--- config.mk ---
export PLATFORM = sky130hd
export DESIGN_NAME = serial_uart_tx
export DESIGN_NICKNAME = d
export VERILOG_FILES = /design/src/rtl/serial_uart_pkg.sv /design/src/rtl/serial_uart_fifo.sv /design/src/rtl/serial_uart_tx.sv
export SDC_FILE = /design/constraint.sdc
export NUM_CORES = 1
export LEC_CHECK = 0
export CORE_UTILIZATION = 65
export CTS_BUF_LIST = sky130_fd_sc_hd__clkbuf_8
export CTS_CLUSTER_DIAMETER = 40
export DETAILED_ROUTE_END_ITERATION = 6
export GPL_TIMING_DRIVEN = 1
export PLACE_DENSITY = 0.95
export SETUP_SLACK_MARGIN = 0.15
export SLEW_MARGIN = 25
export SYNTH_ARGS = -nofsm -noshare
export SYNTH_HDL_FRONTEND = slang
export SYNTH_SLANG_ARGS = --single-unit
--- constraint.sdc ---
create_clock -name clk -period 4.3 [get_ports clk]
set_clock_uncertainty 0.05 [all_clocks]
set_input_delay 0.43 -clock clk [delete_from_list [all_inputs] [get_ports clk]]
set_output_delay 0.43 -clock clk [all_outputs]
set_load 0.05 [all_outputs]
--- src/rtl/serial_uart_pkg.sv ---
// Shared definitions for the serial UART transmitter/receiver pair:
// FSM state encoding and 8N1 frame constants.
package serial_uart_pkg;

    typedef enum logic [1:0] {
        IDLE  = 2'd0,
        START = 2'd1,
        DATA  = 2'd2,
        STOP  = 2'd3
    } uart_tx_state_t;

    localparam int   UART_DATA_BITS = 8;
    localparam logic UART_START_BIT = 1'b0;
    localparam logic UART_STOP_BIT  = 1'b1;

endpackage

--- src/rtl/serial_uart_fifo.sv ---
// Synchronous byte FIFO with registered occupancy count; pointers wrap
// naturally because DEPTH is a power of two.
module serial_uart_fifo
    import serial_uart_pkg::*;
#(
    parameter int DEPTH = 4,
    parameter int WIDTH = 8
) (
    input  logic                     i_clk,
    input  logic                     i_reset_n,
    input  logic                     i_push,
    input  logic [WIDTH-1:0]         i_data,
    input  logic                     i_pop,
    output logic [WIDTH-1:0]         o_data,
    output logic                     o_full,
    output logic                     o_empty,
    output logic [$clog2(DEPTH):0]   o_count
);

    localparam int AW = $clog2(DEPTH);
    localparam int CW = AW + 1;

    logic [WIDTH-1:0] r_mem [DEPTH];
    logic [AW-1:0]    r_wr_ptr;
    logic [AW-1:0]    r_rd_ptr;
    logic [CW-1:0]    r_count;
    logic             w_push;
    logic             w_pop;

    assign o_full  = (r_count == CW'(DEPTH));
    assign o_empty = (r_count == CW'(0));
    assign o_count = r_count;
    assign o_data  = r_mem[r_rd_ptr];
    assign w_push  = i_push && !o_full;
    assign w_pop   = i_pop && !o_empty;

    // Pointer and occupancy update; reset flushes the queue.
    always_ff @(posedge i_clk) begin
        if (!i_reset_n) begin
            r_wr_ptr <= AW'(0);
            r_rd_ptr <= AW'(0);
            r_count  <= CW'(0);
        end else begin
            if (w_push) begin
                r_wr_ptr <= r_wr_ptr + AW'(1);
            end
            if (w_pop) begin
                r_rd_ptr <= r_rd_ptr + AW'(1);
            end
            case ({w_push, w_pop})
                2'b10:   r_count <= r_count + CW'(1);
                2'b01:   r_count <= r_count - CW'(1);
                default: r_count <= r_count;
            endcase
        end
    end

    // Storage write; contents need no reset since the pointers gate reads.
    always_ff @(posedge i_clk) begin
        if (w_push) begin
            r_mem[r_wr_ptr] <= i_data;
        end
    end

endmodule

--- src/rtl/serial_uart_tx.sv ---
// 8N1 UART transmitter: FIFO-buffered byte input, clock-count bit divider,
// registered serial line that idles high. Frames chain with no idle gap.
module serial_uart_tx
    import serial_uart_pkg::*;
#(
    parameter int CLKS_PER_BIT = 1,
    parameter int FIFO_DEPTH   = 4
) (
    input  logic                          clk,
    input  logic                          reset,
    input  logic [7:0]                    data_in,
    input  logic                          data_valid,
    output logic                          data_ready,
    output logic                          serial_out,
    output logic                          busy,
    output logic [$clog2(FIFO_DEPTH):0]   fifo_count
);

    localparam int CNT_W = (CLKS_PER_BIT > 1) ? $clog2(CLKS_PER_BIT) : 1;
    localparam logic [CNT_W-1:0] CNT_LAST = CNT_W'(CLKS_PER_BIT - 1);

    uart_tx_state_t r_state;
    uart_tx_state_t w_state_nxt;
    logic [CNT_W-1:0] r_clk_cnt;
    logic [CNT_W-1:0] w_clk_cnt_nxt;
    logic [2:0]       r_bit_idx;
    logic [2:0]       w_bit_idx_nxt;
    logic [7:0]       r_shift;
    logic [7:0]       w_shift_nxt;
    logic             r_serial_out;
    logic             r_busy;
    logic             w_line_nxt;
    logic             w_bit_end;
    logic             w_pop;
    logic             w_push;
    logic [7:0]       w_fifo_data;
    logic             w_full;
    logic             w_empty;

    assign data_ready = !w_full && reset;
    assign w_push     = data_valid && data_ready;
    assign w_bit_end  = (r_clk_cnt == CNT_LAST);
    assign serial_out = r_serial_out;
    assign busy       = r_busy;

    serial_uart_fifo #(
        .DEPTH (FIFO_DEPTH),
        .WIDTH (8)
    ) u_fifo (
        .i_clk     (clk),
        .i_reset_n (reset),
        .i_push    (w_push),
        .i_data    (data_in),
        .i_pop     (w_pop),
        .o_data    (w_fifo_data),
        .o_full    (w_full),
        .o_empty   (w_empty),
        .o_count   (fifo_count)
    );

    // Next-state, divider, bit index and shift register update.
    always_comb begin
        w_state_nxt   = r_state;
        w_clk_cnt_nxt = r_clk_cnt;
        w_bit_idx_nxt = r_bit_idx;
        w_shift_nxt   = r_shift;
        w_pop         = 1'b0;
        case (r_state)
            IDLE: begin
                if (!w_empty) begin
                    w_pop         = 1'b1;
                    w_shift_nxt   = w_fifo_data;
                    w_clk_cnt_nxt = CNT_W'(0);
                    w_state_nxt   = START;
                end else begin
                    w_state_nxt   = IDLE;
                end
            end
            START: begin
                if (w_bit_end) begin
                    w_clk_cnt_nxt = CNT_W'(0);
                    w_bit_idx_nxt = 3'd0;
                    w_state_nxt   = DATA;
                end else begin
                    w_clk_cnt_nxt = r_clk_cnt + CNT_W'(1);
                end
            end
            DATA: begin
                if (w_bit_end) begin
                    w_clk_cnt_nxt = CNT_W'(0);
                    w_shift_nxt   = {1'b0, r_shift[7:1]};
                    if (r_bit_idx == 3'(UART_DATA_BITS - 1)) begin
                        w_bit_idx_nxt = 3'd0;
                        w_state_nxt   = STOP;
                    end else begin
                        w_bit_idx_nxt = r_bit_idx + 3'd1;
                    end
                end else begin
                    w_clk_cnt_nxt = r_clk_cnt + CNT_W'(1);
                end
            end
            STOP: begin
                if (w_bit_end) begin
                    w_clk_cnt_nxt = CNT_W'(0);
                    if (!w_empty) begin
                        w_pop       = 1'b1;
                        w_shift_nxt = w_fifo_data;
                        w_state_nxt = START;
                    end else begin
                        w_state_nxt = IDLE;
                    end
                end else begin
                    w_clk_cnt_nxt = r_clk_cnt + CNT_W'(1);
                end
            end
            default: begin
                w_state_nxt = IDLE;
            end
        endcase
    end

    // Line level is derived from the upcoming state so the output can be registered.
    always_comb begin
        w_line_nxt = UART_STOP_BIT;
        case (w_state_nxt)
            START:   w_line_nxt = UART_START_BIT;
            DATA:    w_line_nxt = w_shift_nxt[0];
            default: w_line_nxt = UART_STOP_BIT;
        endcase
    end

    // State and output registers; reset abandons any frame in flight.
    always_ff @(posedge clk) begin
        if (!reset) begin
            r_state      <= IDLE;
            r_clk_cnt    <= CNT_W'(0);
            r_bit_idx    <= 3'd0;
            r_shift      <= 8'd0;
            r_serial_out <= UART_STOP_BIT;
            r_busy       <= 1'b0;
        end else begin
            r_state      <= w_state_nxt;
            r_clk_cnt    <= w_clk_cnt_nxt;
            r_bit_idx    <= w_bit_idx_nxt;
            r_shift      <= w_shift_nxt;
            r_serial_out <= w_line_nxt;
            r_busy       <= (w_state_nxt != IDLE);
        end
    end

endmodule

# Yosys cells after proc, flatten, opt, wreduce, memory -nomap -nowiden
# Memory sizes are Yosys's and may differ from the RTL's. A register that Yosys moved wholly into a read port is not among the register bits.
# Index checks and enable logic that the tools add are counted.
# totals
word_cells	71
ram_bits	32
regBits	23
memories	1
in_bits	11
out_inout_bits	6
# op_classes
n_eq_ne	13
add_sub_neg	6
mux	26
reduce_logical	15
# memory_table
name	depth	word_bits	read_ports	rd_clocked_by_memory_dff	write_ports	line	source
u_fifo.r_mem	4	8	1	1	1	serial_uart_fifo.sv:23	logic [WIDTH-1:0] r_mem [DEPTH];
# ops
op	n
$mux W8	3
$pmux W8 S3	1
$mux W2	6
$pmux W3 S2	2
$mux W3	3
$eq A2 B2 Y1 const B	4
$ne A2 B2 Y1 const B	4
$pmux W2 S4	1
$mux W1	7
$add A3 B1 Y3 const B	2
$eq A2 B1 Y1 const B	3
$eq A3 B3 Y1 const B	2
$pmux W1 S2	3
$reduce_and A3 Y1	2
$reduce_bool A2 Y1	3
$add A2 B1 Y2 const B	2
$logic_and A1 B1 Y1	4
$logic_not A3 Y1	1
$reduce_bool A3 Y1	1
$reduce_or A3 Y1	1
$sub A3 B1 Y3 const B	1
$logic_not A1 Y1	2
$logic_not A2 Y1	1
$add A1 B1 Y1 const B	1

# Logic depth before layout (Yosys ltp)
# Gate-level depths: netlist (run 1).
# depth
ltp_word	7
ltp_mapped	10

# By module
# A second synthesis (run 1) with hierarchy kept.
# unflattened
hier_cells	199
hier_area_um2	2558.7
# by_module_without_submodules
mod	instances	seq_area_each_um2	cells_each	area_per_inst_um2
serial_uart_fifo	1	1141.1	96	1644.1
serial_uart_tx	1	300.3	103	914.6

# Worst setup path before layout (run 1)
# Ideal clock, no wire load.
# synth_path
path_type	register to register
startpoint	register u_fifo.r_count[2] (netlist: u_fifo.o_count[2])
endpoint	register u_fifo.r_count[2] (netlist: u_fifo.o_count[2])
required_ns	4.174
path_buffers	0
arrival_time_ns	2.436
setup_time_ns	0.076
setup_slack_ns	1.738
path_stages_with_launch	10
cell_sequence	dfxtp_1 inv_1 o311a_1 inv_1 ha_1 inv_1 fa_1 xor2_1 or3_1 a21boi_0
# synth_via
elab_chain_cells	7
elab_cells_between_ends	17
# synth_rtl
element	line	source
start: declaration	serial_uart_fifo.sv:26	logic [CW-1:0] r_count;
start signal: assignment	serial_uart_fifo.sv:51	2'b10: r_count <= r_count + CW'(1);
start signal: assignment	serial_uart_fifo.sv:52	2'b01: r_count <= r_count - CW'(1);
start signal: assignment	serial_uart_fifo.sv:53	default: r_count <= r_count;
$logic_not A3 Y1 or $eq A3 B3 Y1 (tied branches)	serial_uart_fifo.sv:31, serial_uart_fifo.sv:30	
$mux W1 or $logic_not A1 Y1 (tied branches)	n/a	
$mux W1 or $logic_and A1 B1 Y1 (tied branches)	serial_uart_tx.sv:103, serial_uart_tx.sv:40	
$pmux W1 S2 or $logic_and A1 B1 Y1 (tied branches)	serial_uart_tx.sv:68, serial_uart_tx.sv:41	
$logic_and A1 B1 Y1 (on tied branches)	serial_uart_fifo.sv:35, serial_uart_fifo.sv:34	
$eq A2 B1 Y1 or $eq A2 B2 Y1 (tied branches)	serial_uart_fifo.sv:50	case ({w_push, w_pop})
$pmux W3 S2 or $reduce_bool A2 Y1 (tied branches)	n/a	
# Several ways; a longest one is shown, not always the timed one.
# A chain may end at the register's enable or synchronous reset.

# Worst setup path in the final report (run 1)
# layout_path
startpoint	input port reset
endpoint	output port data_ready
# layout_via
elab_chain_cells	1
# layout_rtl
element	line	source
start: declaration	serial_uart_tx.sv:10	input logic reset,
$logic_and A1 B1 Y1	serial_uart_tx.sv:40	assign data_ready = !w_full && reset;
end: declaration	serial_uart_tx.sv:13	output logic data_ready,
# No other way between the ends.

==> results.sh, run 1 <==
export IMPL_required_ns=3.82
export IMPL_postLayoutCoreUtil_pct=79.1
export IMPL_cts_root_buf="clkbuf_8"
export IMPL_ir_drop_uv=382
export IMPL_critPathArrivalTime_ns=2.41
export IMPL_powerDensity_mw_per_mm2=644
export IMPL_cp_cell_sequence="clkdlybuf4s50_1 -> o31a_1 -> clkdlybuf4s50_1"
export IMPL_netlist_area_mm2=0.00242
export IMPL_timing_fmax_mhz=346
export IMPL_synth_distinct_cells=37
export IMPL_crit_slowest_cell="clkdlybuf4s50_1"
export IMPL_critPathMaxFanout=27
export IMPL_setup_violations=0
export IMPL_p_total_mw=1.75
export IMPL_routed_via_count=1391
export IMPL_hpwl_um=3030
export IMPL_n_antenna_cell=0
export IMPL_cts_hold_buf=0
export IMPL_start_util_pct=70.2
export IMPL_ios=17
export IMPL_drc=0
export IMPL_end_kind="output pin"
export IMPL_synth_warnings=0
export IMPL_cts_sinks=56
export IMPL_track_usage_pct=25.9
export IMPL_rsz0062_at_grt="false"
export IMPL_syn_area_per_cell_um2=14.6
export IMPL_ys_ff_latch=56
export IMPL_die_area_mm2=0.00396
export IMPL_synthFlopType="edfxtp_1"
export IMPL_insertion_delay_ns=0.31
export IMPL_hold_class="reg -> reg"
export IMPL_cpMostUsedCell="clkdlybuf4s50_1"
export IMPL_tightest_slew_ns=0.728
export IMPL_antenna_left=0
export IMPL_min_period_ns=2.89
export IMPL_relSlewSlack_pct=51.3
export IMPL_drt_total_wl_um=4380
export IMPL_tritoncts="done"
export IMPL_critPathLaunchType="primary input"
export IMPL_clkTransAtPathRegs_ns=0.09
export IMPL_hold_slack_ns=0.453
export IMPL_wl_per_cell_um=18.9
export IMPL_antenna_found_initial=0
export IMPL_worst_path_buf_inv=2
export IMPL_cts_buffer_depth=2
export IMPL_maxCapViolCount=0
export IMPL_finalCritPeriodShare_pct=67.3
export IMPL_grt_pass1_vias=1545
export IMPL_core_area_mm2=0.00344
export IMPL_status="complete, no violations"
export IMPL_io_buffers=16
export IMPL_grt_pass1_wl_um=7370
export IMPL_synth_seq_area_share_pct=59.7
export IMPL_htreeDepth=2
export IMPL_leakage_nw=0.990
export IMPL_post_cts_resize_count=0
export IMPL_gp_congestion=0.820
export IMPL_grt_overflow=0
export IMPL_die_height_um=63.0
export IMPL_critPathKind="in -> out"
export IMPL_cts_buffers=5
export IMPL_postCtsSetupRepairBufs=0
export IMPL_grt_max_degree=28
export IMPL_first_iter_violations=97
export IMPL_cpPeakStageDelay_ns=0.94
export IMPL_final_nets=211
export IMPL_synthToLayoutAreaGrowth_pct=12.7
export IMPL_drv_slew=0
export IMPL_die_w_um=63.0
export IMPL_via_per_inst=6.00
export IMPL_synth_fp_nets=192
export IMPL_path_delay_family="buffers and inverters"
export IMPL_synthArstFlopShare_pct=0
export IMPL_setup_tns_ns=0
export IMPL_finalHoldViolCount=0
export IMPL_first_pass_iters=4
export IMPL_synth_edf_count=32
export IMPL_final_layout_size_suffix_gt1_share_pct=9.14
export IMPL_num_rows=21
export IMPL_syn_inst=166
flip-flops by register name (all words and copies together) (netlist names), named ones only:
register	flops
busy	1
r_bit_idx	3
r_shift	8
r_state	2
serial_out	1
u_fifo.o_count	3
u_fifo.r_mem	32
u_fifo.r_rd_ptr	2
u_fifo.r_wr_ptr	2
logic make-up after synthesis:
logic type | synth area share, %
simple gates | 11.2
flops | 59.7
buf+inv | 2.95
xor+xnor | 1.81
compound gates | 7.87
mux | 8.39
fa+ha+maj | 8.08
worst register-to-register path, stage by stage, from the launching register on:
cell      delay, ns
dfxtp_1        0.39
inv_1          0.10
ha_1           0.43
nor3_2         0.30
ha_1           0.23
inv_1          0.07
fa_1           0.37
xor2_1         0.16
or3_1          0.30
a21boi_0       0.16
synthesized netlist by cell type, types with 2 or more instances:
library cell	n	area share, %
a21boi_0	3	0.93
a221o_1	5	2.1
a22oi_1	2	0.62
and2_1	11	2.8
and3_1	6	1.6
clkbuf_1	2	0.31
dfxtp_1	24	20
edfxtp_1	32	40
ha_1	14	7.3
inv_1	13	2.0
mux4_1	6	6.5
mux4_2	2	1.9
nand2_1	7	1.1
nand3_1	3	0.62
nor2_1	2	0.31
nor2b_1	6	1.6
nor3_2	2	0.83
o21ai_0	4	0.83
xnor2_1	2	0.73
xor2_1	3	1.1
where the power goes:
part	total, mW	switching [mW]	internal (mW)
Combinational	0.676	0.398	0.278
Clock	0.335	0.163	0.173
Sequential	0.743	0.0812	0.662
cells in the final DEF (no fill, tap or decap), types with 2 or more instances in the layout:
master	instances
a21boi_0	3
a221o_1	5
a22oi_1	2
and2_1	11
and3_1	6
clkbuf_8	5
clkdlybuf4s50_1	16
dfxtp_1	24
edfxtp_1	32
ha_1	14
inv_1	13
mux4_1	6
mux4_2	2
nand2_1	7
nand3_1	3
nor2_1	2
nor2b_1	6
nor3_2	2
o21ai_0	4
xnor2_1	2
xor2_1	3
worst paths after layout:
path	slack, ns	end	startpoint	cells past startpoint
worst min-delay path	0.45	r_shift[2]$_SDFFE_PN0P_	r_shift[3]$_SDFFE_PN0P_	1
worst max-delay path	1.41	data_ready	reset	3
worst max register to register	1.66	u_fifo.o_count[2]$_SDFFE_PN0P_	r_state[0]$_SDFF_PN0_	9
worst min register to register	0.45	r_shift[2]$_SDFFE_PN0P_	r_shift[3]$_SDFFE_PN0P_	1
cell type report:
| class | count | area [µm²] |
|---|---|---|
| multi-input combinational | 93 | 903 |
| timing repair buffer | 16 | 160 |
| tap | 46 | 57.6 |
| sequential | 56 | 1440 |
| clock inverter | 3 | 42.5 |
| fill | 194 | 719 |
| clock buffer | 5 | 68.8 |
| inverter | 13 | 48.8 |
through the flow:
stage	instance area, µm²	instances	setup slack, ns
floorplan	2420	166	1.74
global placement	2610	224	1.40
detailed placement	2610	224	1.25
CTS	2720	232	1.42
global route	2720	232	1.30
finish	2720	232	1.41
per-layer routing:
metal	global-route usage [%]	share of wire, %	vias up
met3	6.02	4.0	12
met5	0	0	-
met2	46.8	55	58
met1	28.3	39	667
li1	-	-	654
met4	11.9	2.1	0
(Power assumes the default switching activity.)
==> inputs of run 2 (changes only) <==
- CORE_UTILIZATION: 65 -> 60
- PLACE_DENSITY: 0.95 -> 0.91
- clock period: 4.3 -> 3 ns (I/O delays scaled with it)
==> results.sh, run 2 (same netlist as run 1, synthesis figures left out) <==
export IMPL_core_area_mm2=0.00377
export IMPL_tritoncts="done"
export IMPL_grt_pass1_vias=1461
export IMPL_routed_via_count=1389
export IMPL_first_pass_iters=4
export IMPL_end_kind="flop"
export IMPL_critPathMaxFanout=8
export IMPL_status="complete, no violations"
export IMPL_ios=17
export IMPL_n_antenna_cell=0
export IMPL_die_w_um=65.5
export IMPL_die_height_um=65.5
export IMPL_grt_pass1_wl_um=6660
export IMPL_switchingPower_uw=903
export IMPL_clkPwrFrac_pct=17.7
export IMPL_critPathKind="reg -> reg"
export IMPL_p_sw_share_pct=37.3
export IMPL_leakage_nw=0.988
export IMPL_setup_violations=0
export IMPL_rsz0062_at_grt="false"
export IMPL_post_cts_resize_count=0
export IMPL_cts_sinks=56
export IMPL_start_util_pct=64.1
export IMPL_maxCapViolCount=0
export IMPL_insertion_delay_ns=0.32
export IMPL_tightest_slew_ns=0.550
export IMPL_ir_drop_uv=482
export IMPL_critPathArrivalTime_ns=2.83
export IMPL_antenna_left=0
export IMPL_largest_reg_flops=32
export IMPL_critPathLaunch="r_state[0]$_SDFF_PN0_"
export IMPL_final_layout_size_suffix_gt1_share_pct=10.2
export IMPL_drc=0
export IMPL_power_frac_seq_pct=44.0
export IMPL_min_period_ns=2.63
export IMPL_hold_path_startpoint="r_bit_idx[2]$_SDFFE_PN0P_"
export IMPL_io_buffers=16
export IMPL_place_inst=227
export IMPL_drt_total_wl_um=3930
export IMPL_hold_class="reg -> reg"
export IMPL_powerDensity_mw_per_mm2=891
export IMPL_gp_congestion=0.743
export IMPL_mostFrequentLayoutCell="edfxtp_1"
export IMPL_final_nets=212
export IMPL_postLayoutCoreUtil_pct=72.0
export IMPL_via_per_inst=5.91
export IMPL_fillers=231
export IMPL_setup_tns_ns=0
export IMPL_postCtsSetupRepairBufs=0
export IMPL_timing_rr_start="r_state[0]$_SDFF_PN0_"
export IMPL_track_usage_pct=22.2
export IMPL_critPathLaunchType="flop"
export IMPL_num_rows=22
export IMPL_cts_buffers=5
export IMPL_clkTransAtPathRegs_ns=0.10
export IMPL_grt_overflow=0
export IMPL_relSlewSlack_pct=63.2
export IMPL_pwr_share_comb_pct=38.3
export IMPL_cts_hold_buf=0
export IMPL_synthToLayoutAreaGrowth_pct=12.4
export IMPL_regMostFlops="u_fifo.r_mem"
export IMPL_first_iter_violations=83
export IMPL_p_int_mw=1.52
export IMPL_finalCritPeriodShare_pct=87.8
export IMPL_instances_no_fill=235
export IMPL_largestRegisters="u_fifo.r_mem x32, r_shift x8"
export IMPL_die_area_mm2=0.00428
export IMPL_hpwl_um=2850
export IMPL_htreeDepth=2
export IMPL_cts_buffer_depth=2
export IMPL_cts_root_buf="clkbuf_8"
export IMPL_required_ns=3.19
export IMPL_final_cell_mix="32 x edfxtp_1, 24 x dfxtp_1, 16 x clkdlybuf4s50_1, 14 x ha_1, 13 x inv_1"
export IMPL_finalHoldViolCount=0
export IMPL_drv_slew=0
export IMPL_timing_fmax_mhz=380
export IMPL_antenna_found_initial=0
export IMPL_wl_per_cell_um=16.7
export IMPL_grt_max_degree=27
[run 2: cell count changes in the layout (fill, tap and decap cells not counted)]
| cell | previous run | this run |
|---|---|---|
| inv_6 | 0 | 2 |
| buf_4 | 0 | 1 |
| bufinv_16 | 1 | 0 |
| clkinv_1 | 1 | 0 |
[run 2: layer usage]
layer  wire, µm  vias to the layer above  track usage, %  share of wire (%)
li1           -                      653               -                  -
met1       1640                      696            26.1                 42
met2       2040                       28            37.5                 52
met3        118                       12            6.42                3.0
met4        128                        0            10.3                3.3
met5          0                        -               0                  0
[run 2: final timing paths]
check | slack, ns | endpoint | cells past startpoint
worst min-delay path | 0.44 | r_bit_idx[2]$_SDFFE_PN0P_ | 2
worst max-delay path | 0.37 | u_fifo.o_count[2]$_SDFFE_PN0P_ | 9
worst max register to register | 0.37 | u_fifo.o_count[2]$_SDFFE_PN0P_ | 9
worst min register to register | 0.44 | r_bit_idx[2]$_SDFFE_PN0P_ | 2
[run 2: area by class of cell]
| cell class | instances | area, µm² | share of cell area (%) |
|---|---|---|---|
| Multi-Input combinational cell | 93 | 903 | 33.3 |
| Sequential cell | 56 | 1440 | 53.1 |
| Clock inverter | 3 | 26.3 | 0.967 |
| Tap cell | 48 | 60.1 | 2.21 |
| Timing Repair Buffer | 17 | 168 | 6.17 |
| Inverter | 13 | 48.8 | 1.80 |
| Clock buffer | 5 | 68.8 | 2.53 |
[run 2: power by group through the flow]
stage / Combinational [mW] / Sequential [mW] / Clock [mW]
2_1_floorplan: 0.653 / 1.11 / 0
3_3_place_gp: 0.868 / 1.07 / 0
3_5_place_dp: 0.921 / 1.08 / 0
4_1_cts: 0.927 / 1.06 / 0.431
5_1_grt: 1.04 / 1.08 / 0.464
6_report: 0.928 / 1.06 / 0.427
[run 2: critical path: stages, from the launching register on]
cell and delay (ns):
dfxtp_1 0.40, inv_1 0.10, ha_1 0.43, nor3_2 0.29
ha_1 0.22, inv_1 0.06, fa_1 0.38, xor2_1 0.16
or3_1 0.30, a21boi_0 0.18
[run 2: metrics by stage]
step | setup slack (ns) | power [mW] | hold slack [ns] | area, µm²
4_1_cts | 0.352 | 2.42 | 0.442 | 2720
6_report | 0.366 | 2.42 | 0.439 | 2720
2_1_floorplan | 0.438 | 1.77 | 0.349 | 2420
3_5_place_dp | 0.377 | 2.00 | 0.427 | 2620
3_3_place_gp | 0.565 | 1.93 | 0.406 | 2620
5_1_grt | 0.201 | 2.59 | 0.470 | 2720
